$ cat src/rtl/muldiv_pkg.sv
// Shared types and constants for the iterative multiply/divide unit.
package muldiv_pkg;

    localparam int unsigned MULDIV_N = 32;

    typedef enum logic [2:0] {
        OP_MULT  = 3'b000,
        OP_MULTU = 3'b001,
        OP_DIV   = 3'b010,
        OP_DIVU  = 3'b011,
        OP_MTHI  = 3'b100,
        OP_MTLO  = 3'b101,
        OP_NOP0  = 3'b110,
        OP_NOP1  = 3'b111
    } muldiv_op_t;

    typedef enum logic [1:0] {
        IDLE,
        RUN,
        FIX
    } muldiv_state_t;

    // Iteration counter must be able to hold the full step count.
    function automatic int cnt_width(input int width);
        return $clog2(width) + 1;
    endfunction

endpackage

$ cat src/rtl/muldiv_signfix.sv
// Conditional two's-complement negate; doubles as absolute value when
// neg is driven by the operand's sign bit.
module muldiv_signfix
    import muldiv_pkg::*;
#(
    parameter int w = MULDIV_N
) (
    input  logic [w-1:0] x,
    input  logic         neg,
    output logic [w-1:0] y
);

    assign y = neg ? ('0 - x) : x;

endmodule

$ cat src/rtl/muldiv.sv
// Iterative MULT/MULTU/DIV/DIVU unit owning HI/LO, one step per cycle.
// Define MULDIV_DIV_EN to build the divider datapath.
module muldiv
    import muldiv_pkg::*;
#(
    parameter int n = MULDIV_N
) (
    input  logic         clk,
    input  logic         rst_n,
    input  logic         start,
    input  logic [2:0]   op,
    input  logic [n-1:0] a,
    input  logic [n-1:0] b,
    output logic         busy,
    output logic         done,
    output logic [n-1:0] hi,
    output logic [n-1:0] lo
);

    localparam int CW = cnt_width(n);

    muldiv_op_t      opc;
    muldiv_state_t   state;
    logic [CW-1:0]   cnt;
    logic [2*n-1:0]  acc;
    logic [n-1:0]    opb;
    logic            negq;

    logic            op_mul, op_div, op_sgn, dz, use_abs;
    logic [n-1:0]    abs_a, abs_b;
    logic [n:0]      mul_sum;
    logic [2*n-1:0]  mul_res;

    assign opc     = muldiv_op_t'(op);
    assign op_mul  = (opc == OP_MULT) || (opc == OP_MULTU);
    assign op_div  = (opc == OP_DIV)  || (opc == OP_DIVU);
    assign op_sgn  = (opc == OP_MULT) || (opc == OP_DIV);
    assign dz      = op_div && (b == '0);
    // Divide-by-zero runs on raw operands so the remainder comes out as a.
    assign use_abs = op_sgn && !dz;

    muldiv_signfix #(.w(n)) u_abs_a (.x(a), .neg(use_abs & a[n-1]), .y(abs_a));
    muldiv_signfix #(.w(n)) u_abs_b (.x(b), .neg(use_abs & b[n-1]), .y(abs_b));

    // acc = {partial product, multiplier}; multiplicand held in opb.
    assign mul_sum = {1'b0, acc[2*n-1:n]} + (acc[0] ? {1'b0, opb} : '0);
    muldiv_signfix #(.w(2*n)) u_fix_mul (.x(acc), .neg(negq), .y(mul_res));

`ifdef MULDIV_DIV_EN
    logic            is_div, negr;
    logic [n+1:0]    div_diff;
    logic [n-1:0]    quo_res, rem_res;

    // acc = {remainder, dividend/quotient}; divisor held in opb.
    assign div_diff = {1'b0, acc[2*n-1:n-1]} - {2'b00, opb};
    muldiv_signfix #(.w(n)) u_fix_quo (.x(acc[n-1:0]),   .neg(negq), .y(quo_res));
    muldiv_signfix #(.w(n)) u_fix_rem (.x(acc[2*n-1:n]), .neg(negr), .y(rem_res));
`endif

    always_ff @(posedge clk or negedge rst_n) begin
        if (!rst_n) begin
            state <= IDLE;
            cnt   <= '0;
            acc   <= '0;
            opb   <= '0;
            negq  <= 1'b0;
            busy  <= 1'b0;
            done  <= 1'b0;
            hi    <= '0;
            lo    <= '0;
`ifdef MULDIV_DIV_EN
            is_div <= 1'b0;
            negr   <= 1'b0;
`endif
        end else begin
            done <= 1'b0;
            unique case (state)
                IDLE: begin
                    if (start) begin
                        if (op_mul) begin
                            acc   <= {{n{1'b0}}, abs_b};
                            opb   <= abs_a;
                            negq  <= use_abs & (a[n-1] ^ b[n-1]);
                            cnt   <= '0;
                            busy  <= 1'b1;
                            state <= RUN;
`ifdef MULDIV_DIV_EN
                            is_div <= 1'b0;
`endif
                        end else if (op_div) begin
`ifdef MULDIV_DIV_EN
                            acc    <= {{n{1'b0}}, abs_a};
                            opb    <= abs_b;
                            negq   <= use_abs & (a[n-1] ^ b[n-1]);
                            negr   <= use_abs & a[n-1];
                            is_div <= 1'b1;
                            cnt    <= '0;
                            busy   <= 1'b1;
                            state  <= RUN;
`else
                            done <= 1'b1;
`endif
                        end else if (opc == OP_MTHI) begin
                            hi <= a;
                        end else if (opc == OP_MTLO) begin
                            lo <= a;
                        end
                    end
                end
                RUN: begin
`ifdef MULDIV_DIV_EN
                    if (is_div) begin
                        if (div_diff[n+1])
                            acc <= {acc[2*n-2:0], 1'b0};
                        else
                            acc <= {div_diff[n-1:0], acc[n-2:0], 1'b1};
                    end else begin
                        acc <= {mul_sum, acc[n-1:1]};
                    end
`else
                    acc <= {mul_sum, acc[n-1:1]};
`endif
                    cnt <= cnt + CW'(1);
                    if (cnt == CW'(n - 1))
                        state <= FIX;
                end
                FIX: begin
`ifdef MULDIV_DIV_EN
                    if (is_div) begin
                        hi <= rem_res;
                        lo <= quo_res;
                    end else begin
                        {hi, lo} <= mul_res;
                    end
`else
                    {hi, lo} <= mul_res;
`endif
                    busy  <= 1'b0;
                    done  <= 1'b1;
                    state <= IDLE;
                end
                default: state <= IDLE;
            endcase
        end
    end

endmodule

$ cat config.mk
export PLATFORM = sky130hd
export DESIGN_NAME = muldiv
export DESIGN_NICKNAME = d
export VERILOG_FILES = /design/src/rtl/muldiv_pkg.sv /design/src/rtl/muldiv_signfix.sv /design/src/rtl/muldiv.sv
export SDC_FILE = /design/constraint.sdc
export NUM_CORES = 1
export LEC_CHECK = 0
export ABC_AREA = 1
export BUFFER_PORTS_ARGS = -buffer_cell sky130_fd_sc_hd__buf_4
export CAP_MARGIN = 20
export CORE_MARGIN = 1.5
export CORE_UTILIZATION = 51
export CTS_BUF_LIST = sky130_fd_sc_hd__clkbuf_2 sky130_fd_sc_hd__clkbuf_4 sky130_fd_sc_hd__clkbuf_8
export CTS_CLUSTER_SIZE = 12
export DETAILED_ROUTE_END_ITERATION = 8
export PLACE_DENSITY = 0.7
export SYNTH_ARGS = -nofsm -noshare
export SYNTH_HDL_FRONTEND = slang
export SYNTH_HIERARCHICAL = 1
export SYNTH_SLANG_ARGS = --single-unit
$ cat constraint.sdc
create_clock -name clk -period 2.7 [get_ports clk]
set_input_delay 0.81 -clock clk [delete_from_list [all_inputs] [get_ports clk]]
set_output_delay 0.81 -clock clk [all_outputs]
set_load 0.01 [all_outputs]
==> flow_summary.json <==
{
  "status": "completed",
  "required_ns": 3.09,
  "r2r_start": "acc[0]$_DFFE_PN0P_",
  "clock.fmax_mhz": 399,
  "postCtsSetupRepairBufs": 0,
  "cellLeakagePower_uw": 0.00923,
  "async_reset_ff_frac": 1.00,
  "seq_area_frac_synth": 0.291,
  "layout_min_cycle_time_ns": 2.51,
  "r2r_slack_ns": 0.19,
  "insertedDiodeCount": 0,
  "worst_slew_margin_rel": 0.578,
  "drc": 0,
  "vias_per_cell": 5.42,
  "synth_cell_types": 46,
  "antenna_found_initial": 0,
  "ys.warnings.count": 6,
  "crit_chain": "buf_4 -> inv_1 -> ha_1 -> nand3_2 -> o21ai_2 -> nand3_2 -> nor2_4 -> nand2_1 -> nand2_1 -> nand2_1 -> nand2_1 -> nand2_1 -> mux2_4",
  "syn_avg_cell_area_um2": 6.22,
  "end_kind": "flop",
  "netlist_instances": 2363,
  "postRouteAntennaNets": 0,
  "power_switching_uw": 7500,
  "synth-edff-count": 0,
  "fin_ws_ns": 0.191,
  "synthTopCellsByArea": "dfrtp_1 29%, nand2_1 26%, nor2_1 6.7%, inv_1 6.5%, nand3_1 5.1%",
  "drv_cap": 0,
  "fin_cells": 2917,
  "synth_top_cell_by_area": "dfrtp_1",
  "cts_max_path_buffers": 2,
  "critPathMostFrequentCell": "nand2_1",
  "placed_area_um2": 16500,
  "finalWirelength_um": 51300,
  "synth_commonest_cells": "1035 x nand2_1, 261 x nor2_1, 254 x inv_1",
  "critPathSlowestCell": "dfrtp_2",
  "gr-usage-met2": 0.513,
  "power_uw": 15300,
  "clkSinkCount": 171,
  "grt_overflow": 0,
  "grt_pass1_wl_um": 80700,
  "hold_viol": 0,
  "fin_worst_skew_ns": 0.0202,
  "clk_latency_ns": 0.50,
  "crit_start": "acc[0]$_DFFE_PN0P_",
  "portBuffers": 135,
  "grt_max_degree": 66,
  "cts_max_level": 4,
  "start_util": 0.523,
  "startpoint_type": "flop",
  "cts_tree": "built",
  "use_met3": 0.0541,
  "syn_area_um2": 14700,
  "chipHeight_um": 173,
  "synth_fp_nets": 2470,
  "synth.most_common_cell": "nand2_1",
  "root_buffer": "clkbuf_8",
  "pwr-share-seq": 0.326,
  "fin_area_um2": 16900,
  "vdd_ir_drop_max_v": 0.000496,
  "area_delta_synth_final_pct": 15.2,
  "rows": 61,
  "critPathKind": "reg -> reg",
  "detail_route.wl_per_cell_um": 17.6,
  "setup_viol": 0,
  "place_ws_ns": -0.432,
  "drive_gt1_frac": 0.144,
  "power_density_nw_per_um2": 902,
  "worstMarginPinSlew_ns": 0.633,
  "die_w_um": 173,
  "combPwrFrac": 0.543,
  "holdCritPathClass": "in -> async",
  "io_pins": 136,
  "grt_setup_unrepaired": "no",
  "slew_viol_final": 0,
  "hpwl_um": 41400,
  "fin_setup_tns_ns": 0,
  "clock_power_share": 0.131,
  "cts_buffers": 17,
  "ys.flop_type": "dfrtp_1",
  "drt_first_pass_iters": 7,
  "grt-busiest-layer": "met1",
  "timing.rr.end": "hi[10]$_DFFE_PN0P_",
  "synth_seq_cells": 171,
  "clkSlewWorstSetupHoldPaths_ns": 0.10,
  "crit_arrival_ns": 2.90,
  "routabilityCongestion": 1.03,
  "crit_fanout": 6,
  "critPathMaxStageDelay_ns": 0.48,
  "crit_path_end": "hi[10]$_DFFE_PN0P_",
  "core_um2": 28100,
  "die-area_um2": 29800,
  "vias": 15800,
  "first_iter_violations": 1873,
  "p_int_uw": 7770,
  "place_inst": 2885,
  "swShare": 0.491,
  "timing.final.crit_share": 0.929,
  "grtUsageMet1": 0.528,
  "r2r.worst_path.cells": 13,
  "grt_usage": 0.347,
  "synth_top_area_share": 0.291,
  "nNetsFinal": 2633,
  "grt_pass1_vias": 14400
}
placed cells by master (no fill, tap or decap), types with 9 or more instances in the layout:
cell type	instances
xor2_1	29
a41oi_1	32
xnor2_1	33
mux2_4	30
dfrtp_1	169
clkbuf_8	17
nor2_1	259
buf_4	206
inv_1	254
nand3b_1	9
nor2_4	15
ha_1	36
o21ai_0	49
nor2_2	21
nand2_1	1032
a21oi_1	69
nand3_1	150
nand2_2	15
nand4_1	22
critical path, delay by kind of cell, from the launching register on:
kind	cells	cell delay, ns
flops	1	0.48
buf+inv	2	0.27
compound gates	1	0.25
fa+ha+maj	1	0.19
mux	1	0.28
simple gates	8	0.91
layer usage:
metal,wire (um),part of all wire
met1,24200,0.47
met2,21300,0.42
met3,4780,0.093
met4,962,0.019
met5,0,0
timing repair:
item	CTS	global route
hold buffers	0	0
resized for setup	0	4
setup endpoints to repair	0	14
power by group through the flow:
stage	clock network [uW]	registers, uW	logic [uW]
after CTS	2030	4920	8140
after floorplan	0	4640	5310
final	2000	4980	8290
after global routing	2120	5080	9130
after detailed placement	0	4950	8120
after global placement	0	4950	7990
sequential cells by signal (all words and copies together), names as in the netlist:
name,count
state,2
lo,32
busy,1
acc,64
hi,32
done,1
negq,1
opb,32
cnt,6
worst min-delay path by stage:
| stage | startpoint | end | slack (ns) | cells after the start |
|---|---|---|---|---|
| 2_1_floorplan | negq$_DFFE_PN0P_ | negq$_DFFE_PN0P_ | 0.45 | 2 |
| 3_3_place_gp | opb[14]$_DFFE_PN0P_ | opb[14]$_DFFE_PN0P_ | 0.47 | 2 |
| 3_5_place_dp | opb[26]$_DFFE_PN0P_ | opb[26]$_DFFE_PN0P_ | 0.47 | 2 |
| 4_1_cts | rst_n | lo[0]$_DFFE_PN0P_ | 0.25 | 1 |
| 5_1_grt | rst_n | lo[5]$_DFFE_PN0P_ | 0.27 | 1 |
| 6_report | rst_n | lo[6]$_DFFE_PN0P_ | 0.24 | 1 |
cell families (layout without fill, tap and decap cells):
kind of cell             count (synthesis)  count (layout)  share of synthesized area
buffers and inverters                  333             509                     0.0952
adder cells (fa/ha/maj)                 37              37                     0.0320
flip-flops                             171             171                      0.291
multiplexers                            32              32                     0.0322
AND/OR/NAND/NOR                       1550            1550                      0.436
AO/OA/AOI/OAI                          178             178                     0.0759
XOR/XNOR                                62              62                     0.0370
through the flow:
| step | hold slack (ns) | utilization |
|---|---|---|
| after detailed placement | 0.465 | 0.587 |
| final | 0.244 | 0.603 |
| after global routing | 0.269 | 0.603 |
| after CTS | 0.245 | 0.602 |
| after floorplan | 0.448 | - |
| after global placement | 0.466 | 0.587 |
area by class of cell:
class	instances	area (um2)
Clock inverter	11	158
Tap cell	378	473
Sequential cell	171	4280
Multi-Input combinational cell	1859	9050
Fill cell	2795	11200
Timing Repair Buffer	215	1720
Clock buffer	21	264
Inverter	262	983
Note: power is estimated with default switching activity, not from simulation.
